==> config.mk <==
export PLATFORM = sky130hd
export DESIGN_NAME = mul_sequencer
export DESIGN_NICKNAME = d
export VERILOG_FILES = /design/src/rtl/mul_sequencer.sv
export SDC_FILE = /design/constraint.sdc
export NUM_CORES = 1
export LEC_CHECK = 0
export CORE_ASPECT_RATIO = 0.9
export CORE_MARGIN = 1.5
export CORE_UTILIZATION = 40
export DETAILED_ROUTE_END_ITERATION = 8
export HOLD_SLACK_MARGIN = 0.15
export PLACE_DENSITY = 0.7
export SYNTH_ARGS = -nofsm -noshare
export SYNTH_HDL_FRONTEND = slang
export SYNTH_SLANG_ARGS = --single-unit
export TNS_END_PERCENT = 10
==> constraint.sdc <==
create_clock -name clk -period 2.15 [get_ports clk]
set_input_delay 0.43 -clock clk [delete_from_list [all_inputs] [get_ports clk]]
set_output_delay 0.43 -clock clk [all_outputs]
set_load 0.01 [all_outputs]
==> src/rtl/mul_sequencer.sv <==
// Shift-and-add 32-bit multiplier sequencer that borrows the shared ALU.
// It issues one ALU operation per clock: ADD, SLL, SRL repeated until the multiplier runs out of set bits.
module mul_sequencer (
    input  logic        clk,
    input  logic        reset,
    input  logic        start,
    input  logic [31:0] a,
    input  logic [31:0] b,
    output logic        busy,
    output logic        done,
    output logic [31:0] product,
    output logic [3:0]  alu_op,
    output logic [31:0] alu_a,
    output logic [31:0] alu_b,
    input  logic [31:0] alu_result
);

    localparam logic [3:0] OpAdd = 4'b0011;
    localparam logic [3:0] OpSll = 4'b0100;
    localparam logic [3:0] OpSrl = 4'b0110;

    typedef enum logic [2:0] {
        StIdle,
        StAdd,
        StShl,
        StShr,
        StDone
    } state_e;

    state_e      state_q;
    logic [31:0] acc_q;
    logic [31:0] mcand_q;
    logic [31:0] mplier_q;
    logic [31:0] product_q;
    logic [5:0]  iter_q;
    logic [5:0]  iter_d;

    // The counter can never legitimately pass 32, but it is clamped so it stays bounded.
    assign iter_d = (iter_q == 6'd32) ? iter_q : iter_q + 6'd1;

    always_ff @(posedge clk) begin
        if (reset) begin
            state_q   <= StIdle;
            acc_q     <= 32'd0;
            mcand_q   <= 32'd0;
            mplier_q  <= 32'd0;
            iter_q    <= 6'd0;
            product_q <= 32'd0;
        end else begin
            case (state_q)
                StIdle: begin
                    if (start) begin
                        acc_q    <= 32'd0;
                        mcand_q  <= a;
                        mplier_q <= b;
                        iter_q   <= 6'd0;
                        state_q  <= StAdd;
                    end
                end
                StAdd: begin
                    acc_q   <= alu_result;
                    state_q <= StShl;
                end
                StShl: begin
                    mcand_q <= alu_result;
                    state_q <= StShr;
                end
                StShr: begin
                    mplier_q <= alu_result;
                    iter_q   <= iter_d;
                    // Once the shifted multiplier is zero, acc already holds the full product.
                    if (alu_result == 32'd0) begin
                        product_q <= acc_q;
                        state_q   <= StDone;
                    end else begin
                        state_q <= StAdd;
                    end
                end
                StDone: begin
                    state_q <= StIdle;
                end
                default: begin
                    state_q <= StIdle;
                end
            endcase
        end
    end

    always_comb begin
        alu_op = OpAdd;
        alu_a  = 32'd0;
        alu_b  = 32'd0;
        case (state_q)
            StAdd: begin
                alu_op = OpAdd;
                alu_a  = acc_q;
                alu_b  = mplier_q[0] ? mcand_q : 32'd0;
            end
            StShl: begin
                alu_op = OpSll;
                alu_a  = mcand_q;
                alu_b  = 32'd1;
            end
            StShr: begin
                alu_op = OpSrl;
                alu_a  = mplier_q;
                alu_b  = 32'd1;
            end
            default: begin
                alu_op = OpAdd;
                alu_a  = 32'd0;
                alu_b  = 32'd0;
            end
        endcase
    end

    assign busy    = (state_q == StAdd) || (state_q == StShl) || (state_q == StShr);
    assign done    = (state_q == StDone);
    assign product = product_q;

endmodule

==> run summary <==
=================================================================================================================
Status                                                                                               finished with violations
Violated checks                                                                                      setup timing
Final WL                                                                                                  22.9 mm
Final clock period utilization by the worst path                                                             102%
Tightest Hold Check Type                                                                                in -> reg
Cell with the largest stage delay on the worst path                                                       dfxtp_4
Leakage                                                                                                   4.45 nW
Crit end category                                                                                     output port
Total clock buffers created by CTS                                                                             17
Maximum Capacitance Violations                                                                                  0
Total Die Area                                                                                          17700 um2
Worst vdd ir                                                                                             0.605 mV
Post-placement cell count                                                                                    1133
Number of H-tree levels                                                                                         4
Final Critical Period                                                                                     2200 ps
DIE WIDTH                                                                                                  140 um
Count of pins on the block boundary                                                                           201
Arr. time, crit path                                                                                      1770 ps
Floorplan row count                                                                                            44
Number of instances in the synthesized netlist                                                                728
Worst path most repeated cell                                                                              buf_12
Share of Yosys cell area claimed by the top area cell type                                                  38.8%
Area Growth Syn to Fin                                                                                      49.2%
Area contributors post-synth                                                                         dfxtp_1 (39%), mux2i_1 (14%), nor2_1 (7.5%)
Clock tree from TritonCTS                                                                                   built
Iter 0 DRT Violations                                                                                         397
Fillcell total                                                                                               1381
Final instance area                                                                                     10100 um2
Post-synthesis mux area share                                                                               19.5%
Number of synthesis warnings                                                                                    0
Switching power summed over all nets                                                                      2.39 mW
Total power of the final layout                                                                           7.83 mW
Clock tree sinks                                                                                              131
Setup repair after global routing missed its margin                                                          true
Initial antenna violation count                                                                                 0
Number of buffers on the longest clock path                                                                     2
Dominant synthesized flop cell                                                                            dfxtp_1
Number of flip-flops and latches in the synthesized netlist                                                   131
Number of nets in the final layout                                                                           1062
Fraction of registers with async set/reset                                                                     0%
Compound-gate portion of the synthesized area                                                               16.7%
Internal power                                                                                            5.44 mW
Type of element launching the critical path                                                              register
Standard cell area after detailed placement                                                              9400 um2
Final weighted congestion in routability-driven placement                                                   0.821
Worst Setup Path Type                                                                                  reg -> out
Synthesized area divided by synthesized cell count                                                       9.29 um2
Kind of cell with the highest combined delay on the critical path                                    buffers and inverters
Hold bufs inserted after CTS                                                                                    0
Worst reg-to-reg setup slack                                                                               220 ps
Root Driver                                                                                             clkbuf_16
Cell area after synthesis                                                                                6760 um2
Highest attainable clock frequency                                                                        454 MHz
Chain of cells forming the critical path                                                             buf_12, buf_12, mux2_2, a22oi_1, nor2_1, buf_2
Buffering stage count on the worst path with inverters included                                                 3
Detailed-routing iteration count for the pre-antenna-repair pass                                                5
Wire length per cell after detailed routing                                                               19.5 um
Number of synthesized flops with an enable pin                                                                  0
Post-route clock skew                                                                                     5.57 ps
Combinational Power Share                                                                                   31.2%
Arithmetic-cell share of the synthesized area counting full adders, half adders and majority gates             0%
Parity-gate share of the synthesized area counting xor and xnor cells                                      0.129%
Count of different cell masters after synthesis                                                                36
Setup violations, final                                                                                        19
Critical Path RT                                                                                          1720 ps
Area of the placeable core                                                                              16400 um2
Via count                                                                                                    6418
Combinational family with the most area after synthesis                                              multiplexers
Height of the die                                                                                          126 um
Biggest area consumer among synthesized cells                                                             dfxtp_1
Number of hold violations in the final report                                                                   0
Worst-Skew Late Latency                                                                                    410 ps
Clock Pin Slew Worst Setup and Hold Paths                                                                   50 ps
Number of max-slew violations in the final report                                                               0
Initial Util                                                                                                41.4%
Switching Share                                                                                             30.6%
First-pass GRT wire length                                                                                35.2 mm
Setup ws final                                                                                           -51.0 ps
Sequential-to-total area share from yosys stat                                                              38.8%
Net count after synthesis                                                                                     827
IO buf count                                                                                                  199
Power per standard cell area                                                                           776 nW/um2
Crit Path Max Fanout                                                                                            8
Slowest stage delay, CP                                                                                    370 ps
Overall Global Routing Usage                                                                                25.7%
Number of remaining DRC errors                                                                                  0
Largest net degree at the start of global routing                                                              64
Vias in the first global route                                                                               6223
TNS Setup                                                                                                 -285 ps
Remaining global-route overflow                                                                                 0
Post-Synth Simple-Gate Area                                                                                 19.4%
Detail-routed via count per cell                                                                             5.46
Total inserted antenna cells                                                                                    0
Sum of net half-perimeters after detailed placement                                                       14.9 mm
Final core utilization                                                                                      61.7%
Layout cell share with drive strength beyond 1                                                              27.8%
Reg power frac                                                                                              36.6%
Remaining antenna violation count                                                                               0
Clk network pwr share                                                                                       32.2%
Fin cells                                                                                                    1175
=================================================================================================================
==> logic make-up (layout without fill, tap and decap cells) <==
family                 Yosys count  count (layout)
AO/OA/AOI/OAI                  133             133
XOR/XNOR                         1               1
buffers and inverters           72             312
flip-flops                     131             131
multiplexers                   128             128
other                            1               1
AND/OR/NAND/NOR                262             262
==> layer usage <==
metal / routed length, um / share of wire, % / track usage (%) / up-vias
met1: 10700 / 47 / 36.0 / 3067
met4: 356 / 1.6 / 6.50 / 0
met3: 1510 / 6.6 / 5.13 / 32
li1: - / - / - / 3062
met2: 10300 / 45 / 40.8 / 257
met5: 0 / 0 / 0 / -
==> worst reg2reg max path: stages, from the launching register on <==
cell      delay, ps
dfxtp_4         360
buf_6           120
buf_4           180
or3b_1          430
a21oi_4         230
buf_12          220
nor2_1           90
a211oi_2        210
==> through the flow <==
step,worst slack (ps),hold WS (ps)
floorplan,313,465
global placement,-210,458
detailed placement,-285,465
CTS,-214,415
global route,-94.4,429
finish,-51.0,424
==> area by class of cell <==
type | instances | area, um2 | share of cell area (%)
clock inverter | 1 | 5.00 | 0.0496
sequential | 131 | 2630 | 26.1
timing repair buffer | 287 | 2710 | 26.9
multi-input combinational | 525 | 3990 | 39.6
clock buffer | 23 | 488 | 4.83
inverter | 1 | 3.75 | 0.0372
tap | 207 | 259 | 2.57
==> power by group through the flow <==
stage | registers, mW | logic (mW) | clock network, mW
finish | 2.87 | 2.44 | 2.52
global route | 2.90 | 2.61 | 2.63
CTS | 2.85 | 2.40 | 2.54
detailed placement | 2.90 | 2.18 | 0
global placement | 2.89 | 2.16 | 0
floorplan | 2.84 | 1.28 | 0
==> cells in the mapped netlist (all sizes together), types with 2 or more instances <==
master    n
nor2    136
dfxtp   131
mux2i    96
nand2b   65
a211oi   64
a22oi    58
buf      36
clkbuf   35
mux2     32
and3     31
nand2    10
nor4      9
a21oi     7
nand4     2
nor2b     2
nor3      2
nor3b     2
o21ai     2
==> path summary, 6_finish.rpt <==
path,startpoint,to,depth (start not counted)
max,state_q[0],alu_a[21],6
min,reset,acc_q[14],2
max reg2reg,state_q[0],mplier_q[26],7
min reg2reg,product[21],product[21],2
==> sequential cells by signal, summed over array words and instances, names as in the netlist <==
signal    count
acc_q        32
mcand_q      32
state_q       3
product      32
mplier_q     32
==> what timing repair did <==
action | in CTS | in global routing
setup buffers | 8 | 7
pin swaps | 7 | 18
resized for setup | 203 | 77
cloned | 7 | 0
endpoints found under the hold margin | 0 | 0
endpoints found under the setup margin | 69 | 97
==> cell usage in the layout, fill, tap and decap left out, drive strengths merged, types with 3 or more instances in the layout <==
cell type,n
clkdlybuf4s50,129
nand2,10
and3,31
a211oi,64
nor4,9
buf,124
clkbuf,40
nand2b,65
dfxtp,131
clkdlybuf4s15,3
a22oi,58
dlygate4sd2,10
mux2i,96
a21oi,7
mux2,32
nor2,136
dlymetal6s2s,3
No activity file was read; power rests on OpenSTA's default activity.
